--- config.mk ---
export PLATFORM = sky130hd
export DESIGN_NAME = rram_write_verify_ctrl
export DESIGN_NICKNAME = d
export VERILOG_FILES = /design/src/rtl/rram_write_verify_ctrl.sv
export SDC_FILE = /design/constraint.sdc
export NUM_CORES = 2
export LEC_CHECK = 0
export CELL_PAD_IN_SITES_DETAIL_PLACEMENT = 0
export CELL_PAD_IN_SITES_GLOBAL_PLACEMENT = 2
export CORE_AREA = 4 4 661 663
export CTS_CLUSTER_SIZE = 24
export DETAILED_ROUTE_END_ITERATION = 8
export DIE_AREA = 0 0 665 667
export HOLD_SLACK_MARGIN = 0.05
export PLACE_DENSITY = 0.37
export RECOVER_POWER = 100
export SLEW_MARGIN = 5
export SYNTH_ARGS = -nofsm -noshare
export SYNTH_HDL_FRONTEND = slang
export SYNTH_SLANG_ARGS = --single-unit
--- constraint.sdc ---
create_clock -name CLK -period 5.6 [get_ports CLK]
set_input_delay 1.4 -clock CLK [delete_from_list [all_inputs] [get_ports CLK]]
set_output_delay 1.4 -clock CLK [all_outputs]
set_load 0.02 [all_outputs]
--- src/rtl/rram_write_verify_ctrl.sv ---
// rram_write_verify_ctrl: program-and-verify sequencer for one RRAM crossbar core.
// Each accepted write command runs program pulse, rest gap and ADC read-back. It
// repeats until the target code is reached or the retry budget is used up, then
// it presents {PASS, RETRIES, CODE}.
// Optional macro RRAM_PULSE_RAMP_EN: each retry lengthens the program pulse by
// PULSE_STEP cycles, saturating at 2^PULSE_W-1. Without it every attempt reuses
// the commanded length.
//
// state | meaning
// ------+---------------------------------------------------------------
// IDLE  | waiting for a command, ready_i high, crossbar at rest
// PROG  | write bias on selected device for the current pulse length
// GAP   | one rest cycle between program and read
// READ  | read bias for SETTLE_CYC cycles, ADC code captured on the last
// CHECK | compare code with target, retry or finish
// DONE  | result held on DATAOUT with valid_o until the consumer takes it

module rram_write_verify_ctrl #(
  parameter int NUM_WL     = 1024,
  parameter int NUM_SL     = 512,
  parameter int NUM_ADC    = 32,
  parameter int ADC_BITS   = 4,
  parameter int PULSE_W    = 8,
  parameter int SETTLE_CYC = 4,
  parameter int MAX_RETRY  = 7,
  parameter int PULSE_STEP = 2
) (
  input  logic                                 CLK,
  input  logic                                 RSTb,
  input  logic                                 valid_i,
  output logic                                 ready_i,
  input  logic [$clog2(NUM_WL)-1:0]            CMD_WL,
  input  logic [$clog2(NUM_SL)-1:0]            CMD_COL,
  input  logic                                 CMD_POL,
  input  logic [PULSE_W-1:0]                   CMD_PULSES,
  input  logic [ADC_BITS-1:0]                  CMD_TARGET,
  output logic [NUM_WL-1:0]                    WL_SEL,
  output logic [NUM_SL-1:0]                    COL_EN,
  output logic [2:0]                           BL_SEL,
  output logic [2:0]                           SL_SEL,
  output logic                                 WL_BIAS_SEL,
  output logic [$clog2(NUM_SL/NUM_ADC)-1:0]    SL_MUX_SEL,
  input  logic [NUM_ADC*ADC_BITS-1:0]          ADCOUT,
  output logic                                 valid_o,
  input  logic                                 ready_o,
  output logic [5+ADC_BITS-1:0]                DATAOUT
);

  localparam int WL_W   = $clog2(NUM_WL);
  localparam int COL_W  = $clog2(NUM_SL);
  localparam int MUX_W  = $clog2(NUM_SL / NUM_ADC);
  localparam int AIDX_W = $clog2(NUM_ADC);
  localparam int SET_W  = $clog2(SETTLE_CYC + 1);
  localparam int DOUT_W = 5 + ADC_BITS;
  localparam int PMAX   = (1 << PULSE_W) - 1;

`ifdef RRAM_PULSE_RAMP_EN
  localparam int STEP_EFF = PULSE_STEP;
`else
  // ramp disabled: retries repeat the base pulse length
  localparam int STEP_EFF = 0 * PULSE_STEP;
`endif

  localparam logic [2:0] BIAS_REF   = 3'b100;
  localparam logic [2:0] BIAS_MINUS = 3'b010;
  localparam logic [2:0] BIAS_PLUS  = 3'b001;
  localparam logic [2:0] BIAS_OFF   = 3'b000;

  typedef enum logic [2:0] {
    S_IDLE, S_PROG, S_GAP, S_READ, S_CHECK, S_DONE
  } state_t;

  state_t                state_q, state_d;
  logic [WL_W-1:0]       wl_q, wl_d;
  logic [COL_W-1:0]      col_q, col_d;
  logic                  pol_q, pol_d;
  logic [ADC_BITS-1:0]   tgt_q, tgt_d;
  logic [PULSE_W-1:0]    len_q, len_d;
  logic [PULSE_W-1:0]    cnt_q, cnt_d;
  logic [SET_W-1:0]      scnt_q, scnt_d;
  logic [ADC_BITS-1:0]   code_q, code_d;
  logic [3:0]            ret_q, ret_d;
  logic [DOUT_W-1:0]     dout_q, dout_d;

  logic [NUM_WL-1:0]     wl_sel_d;
  logic [NUM_SL-1:0]     col_en_d;
  logic [2:0]            bl_d, sl_d;
  logic                  bias_d;
  logic [MUX_W-1:0]      mux_d;

  logic [ADC_BITS-1:0]   adc_arr [NUM_ADC];
  logic [AIDX_W-1:0]     adc_idx;
  logic                  pass;
  logic [PULSE_W:0]      ramp_sum;
  logic [PULSE_W-1:0]    next_len;
  logic [PULSE_W-1:0]    cmd_len;

  // unflatten the ADC bus so the column's ADC is picked with a narrow index
  for (genvar a = 0; a < NUM_ADC; a++) begin : g_adc
    assign adc_arr[a] = ADCOUT[a*ADC_BITS +: ADC_BITS];
  end

  assign adc_idx = col_q[COL_W-1:MUX_W];
  assign pass    = pol_q ? (code_q >= tgt_q) : (code_q <= tgt_q);
  assign cmd_len = (CMD_PULSES == '0) ? PULSE_W'(1) : CMD_PULSES;

  // pulse length for the next attempt, saturating at the field maximum
  always_comb begin
    ramp_sum = {1'b0, len_q} + (PULSE_W+1)'(STEP_EFF);
    if (ramp_sum > (PULSE_W+1)'(PMAX)) next_len = PULSE_W'(PMAX);
    else                               next_len = ramp_sum[PULSE_W-1:0];
  end

  // next-state, command capture and retry bookkeeping
  always_comb begin
    state_d = state_q;
    wl_d    = wl_q;
    col_d   = col_q;
    pol_d   = pol_q;
    tgt_d   = tgt_q;
    len_d   = len_q;
    cnt_d   = cnt_q;
    scnt_d  = scnt_q;
    code_d  = code_q;
    ret_d   = ret_q;
    dout_d  = dout_q;
    case (state_q)
      S_IDLE: begin
        if (valid_i && ready_i) begin
          wl_d    = CMD_WL;
          col_d   = CMD_COL;
          pol_d   = CMD_POL;
          tgt_d   = CMD_TARGET;
          len_d   = cmd_len;
          cnt_d   = cmd_len;
          ret_d   = '0;
          state_d = S_PROG;
        end
      end
      S_PROG: begin
        if (cnt_q <= PULSE_W'(1)) state_d = S_GAP;
        else                      cnt_d   = cnt_q - PULSE_W'(1);
      end
      S_GAP: begin
        scnt_d  = SET_W'(SETTLE_CYC);
        state_d = S_READ;
      end
      S_READ: begin
        if (scnt_q <= SET_W'(1)) begin
          code_d  = adc_arr[adc_idx];
          state_d = S_CHECK;
        end else begin
          scnt_d = scnt_q - SET_W'(1);
        end
      end
      S_CHECK: begin
        if (pass || ret_q == 4'(MAX_RETRY)) begin
          dout_d  = {pass, ret_q, code_q};
          state_d = S_DONE;
        end else begin
          ret_d   = ret_q + 4'd1;
          len_d   = next_len;
          cnt_d   = next_len;
          state_d = S_PROG;
        end
      end
      S_DONE: begin
        if (ready_o) state_d = S_IDLE;
      end
      default: state_d = S_IDLE;
    endcase
  end

  // crossbar drive decoded from the state being entered, so it can be registered
  always_comb begin
    wl_sel_d = '0;
    col_en_d = '0;
    bl_d     = BIAS_REF;
    sl_d     = BIAS_REF;
    bias_d   = 1'b0;
    mux_d    = '0;
    if (state_d != S_IDLE) mux_d = col_d[MUX_W-1:0];
    case (state_d)
      S_PROG: begin
        if (int'(wl_d) < NUM_WL) wl_sel_d[wl_d] = 1'b1;
        col_en_d[col_d] = 1'b1;
        bias_d          = 1'b1;
        bl_d            = pol_d ? BIAS_PLUS  : BIAS_MINUS;
        sl_d            = pol_d ? BIAS_MINUS : BIAS_PLUS;
      end
      S_READ: begin
        if (int'(wl_d) < NUM_WL) wl_sel_d[wl_d] = 1'b1;
        col_en_d[col_d] = 1'b1;
        bl_d            = BIAS_PLUS;
        sl_d            = BIAS_OFF;
      end
      default: ;
    endcase
  end

  // state, command registers and registered outputs
  always_ff @(posedge CLK or negedge RSTb) begin
    if (!RSTb) begin
      state_q     <= S_IDLE;
      wl_q        <= '0;
      col_q       <= '0;
      pol_q       <= 1'b0;
      tgt_q       <= '0;
      len_q       <= '0;
      cnt_q       <= '0;
      scnt_q      <= '0;
      code_q      <= '0;
      ret_q       <= '0;
      dout_q      <= '0;
      WL_SEL      <= '0;
      COL_EN      <= '0;
      BL_SEL      <= BIAS_REF;
      SL_SEL      <= BIAS_REF;
      WL_BIAS_SEL <= 1'b0;
      SL_MUX_SEL  <= '0;
      ready_i     <= 1'b1;
      valid_o     <= 1'b0;
    end else begin
      state_q     <= state_d;
      wl_q        <= wl_d;
      col_q       <= col_d;
      pol_q       <= pol_d;
      tgt_q       <= tgt_d;
      len_q       <= len_d;
      cnt_q       <= cnt_d;
      scnt_q      <= scnt_d;
      code_q      <= code_d;
      ret_q       <= ret_d;
      dout_q      <= dout_d;
      WL_SEL      <= wl_sel_d;
      COL_EN      <= col_en_d;
      BL_SEL      <= bl_d;
      SL_SEL      <= sl_d;
      WL_BIAS_SEL <= bias_d;
      SL_MUX_SEL  <= mux_d;
      ready_i     <= (state_d == S_IDLE);
      valid_o     <= (state_d == S_DONE);
    end
  end

  assign DATAOUT = dout_q;

endmodule

==> impl_metrics.yaml <==
logic_synthesis:
  async_flop_share_pct: 100.0
  synth.net_count: 4376
  syn_inst: 4203
  synth_enable_flop_cells: 0
  synth_area_um2: 53390
  yosysTopAreaCell: "dfrtp_1"
  seq_area_frac_synth_pct: 75.46
  ys_warn_count: 0
  netlist.area_leader.share_pct: 75.36
  yosys-top-cells-count: "1608 x dfrtp_1, 872 x nor3_1, 600 x nor2_1"
  ys.flop_type: "dfrtp_1"
  synth_cell_type_count: 67
  avgSynthCellArea_um2: 12.70
  synth_most_common_cell: "dfrtp_1"
  synth_area_leaders: "dfrtp_1 75%, nor3_1 8.2%, nor2_1 4.2%"
  synth_seq_cells: 1610
timing:
  rsz0062_at_grt: "false"
  setup_viol: 0
  fin_hold_ws_ps: 481.7
  finalCritPeriodShare_pct: 81.84
  tightest_slew_ps: 3702
  relSlewSlack_pct: -146.8
  maxSlewViolCount: 254
  finalWorstSetupSlack_ps: 1017
  fin_worst_skew_ps: 82.17
  final_hold_viol_count: 0
  setup_tns_ps: 0
  fmax_ghz: 0.2182
  finalCriticalPeriod_ps: 4583
placed_design:
  place_inst: 11407
  dp_hpwl_mm: 247.7
  dp_slack_ps: 746.3
  port_buffers: 1721
  place.gp.congestion: 0.7323
worst_setup_path:
  cp.buffers_inverters: 4
  cp.required_ps: 6270
  path_class: "in -> reg"
  crit_family: "buffers and inverters"
  path_depth: 9
  max_stage_delay_ps: 1150
  critPathCaptureType: "flop"
  start_kind: "input port"
  worstPathCellList: "dlygate4sd3_1, nand2_1, nor4_1, buf_12, nor3_1, a41oi_4, buf_12, clkbuf_2, nor3_1"
  worst_ep_arrival_time_ps: 5250
  worst-path-max-fanout: 55
  crit_slowest_cell: "clkbuf_2"
  r2r_cells: 9
cells_and_area:
  area_growth_pct: 60.84
  multiInputGateArea_um2: 11680
  fin_cells: 11791
  drive_gt1_share_pct: 10.43
  nets: 6078
  register_area_um2: 40290
  fillers: 46517
  fin_util_pct: 19.96
clock_tree:
  holdBufCountCts: 0
  root_buffer: "clkbuf_16"
  path_clk_slew_ps: 60
  cts_resized: 0
  insertion_delay_ps: 920
  post_cts_buffers: 0
  cts_made_buffers: 206
  cts_buffer_depth: 4
  tritoncts: "yes"
  clock-sinks: 1610
  cts_max_level: 4
floorplanning:
  die_area_um2: 443600
  die_x_um: 665
  rows: 241
  ios: 1722
  start_util_pct: 12.41
  core_um2: 430300
  die_h_um: 667
run:
  drv_cap: 6
drt:
  drc: 0
  antenna_left: 0
  avgViaCountPerCell: 3.509
  wl_mm: 358.1
  wl_per_cell_um: 30.37
  first_iter_violations: 2326
  first_pass_iters: 5
  vias: 41378
worst_hold_path:
  hold_class: "reg -> reg"
  hold_path_depth: 2
status:
  violations: "capacitance limit, slew limit"
  status: "finished, violations left"
global_route:
  grt-ovfl-total: 0
  grt_pass1_wl_mm: 469.6
  grt_pass1_vias: 45207
  antenna_found_initial: 30
  grt_usage_pct: 15.60
  grt_start_max_net_pins: 143
pwr:
  powerDensity_nw_per_um2: 404.7
  ir_drop_mv: 0.2499
  p_leak_nw: 40.43
report_power, final:
part	switching (mW)	internal, mW	total [mW]	leakage (nW)
clock	5.62	8.07	13.7	3.40
sequential	0.296	12.0	12.2	22.4
combinational	6.88	1.94	8.82	14.6
total	12.8	22.0	34.8	40.4
layer usage:
metal / track usage, % / vias up / share of wire (%)
met3: 5.408 / 315 / 8.0
met1: 17.28 / 22007 / 38
li1: - / 17590 / -
met5: 0 / - / 0
met2: 28.34 / 1466 / 52
met4: 3.831 / 0 / 2.6
logic make-up after synthesis:
logic type,synth area share [%]
muxes,1.535
and+or+nand+nor,16.89
DFF,75.46
buffers and inverters,3.836
adders and majority gates,0.2109
AOI/OAI and AO/OA,2.048
xor gates and xnor gates,0.01641
tightest hold or removal path, delay by kind of cell, from the launching register on:
| kind | cells | cell delay, ps |
|---|---|---|
| and+or+nand+nor | 2 | 110 |
| DFF | 1 | 340 |
per-stage QoR:
stage | total power, mW | area, um2
after floorplan | 16.45 | 53390
after global placement | 21.98 | 79480
after detailed placement | 21.99 | 79480
after CTS | 35.99 | 86370
after global routing | 36.41 | 85870
final | 34.76 | 85880
path summary, 6_finish.rpt:
kind | start | to | slack, ps
max | valid_i | WL_SEL[504] | 1020
max in group asynchronous | RSTb | WL_SEL[658] | 1290
min | flop | flop | 480
max reg2reg | scnt_q[0] | COL_EN[438] | 1350
min in group asynchronous | RSTb | col_q[8] | 1710
min reg2reg | flop | flop | 480
area by class of cell:
cell class                      count  share of cell area, %
Tap cell                         5710                  8.319
Antenna cell                       10                0.02914
Sequential cell                  1610                  46.92
Clock inverter                     62                 0.8654
Clock buffer                      312                  7.157
Inverter                           17                0.07431
Timing Repair Buffer             1960                  23.03
Multi-Input combinational cell   2110                  13.61
flip-flops by register name, indices dropped and copies added (netlist names), named ones only:
register / cells
valid_o: 1
WL_SEL: 1024
pol_q: 1
BL_SEL: 3
code_q: 4
SL_SEL: 1
wl_q: 10
ready_i: 1
ret_q: 4
state_q: 3
SL_MUX_SEL: 4
cnt_q: 8
WL_BIAS_SEL: 1
tgt_q: 4
scnt_q: 3
DATAOUT: 9
col_q: 9
COL_EN: 512
placed cells by master (no fill, tap or decap), types with 5 or more instances in the layout:
master / instances
and3_1: 5
or3_1: 17
nor2b_1: 6
buf_12: 80
clkbuf_16: 208
nand2_1: 141
nor2_1: 600
a31oi_1: 9
mux4_2: 32
a31oi_4: 34
nand3_1: 25
a21oi_1: 10
diode_2: 10
mux2_2: 7
dfrtp_1: 1607
buf_4: 86
o21ai_0: 26
nand3b_1: 17
or4_1: 11
or2_2: 7
bufinv_16: 11
nand3_2: 11
clkbuf_8: 55
clkinv_2: 34
a221oi_1: 6
ha_1: 9
clkbuf_2: 26
clkbuf_1: 96
dlygate4sd3_1: 1559
nand2b_1: 18
inv_1: 15
o2bb2ai_1: 6
nor3_1: 872
o41ai_1: 6
o31ai_1: 14
nor4_1: 132
clkdlybuf4s50_1: 161
nor3b_1: 11
o22ai_1: 17
Power figures use the tool's default switching activity.
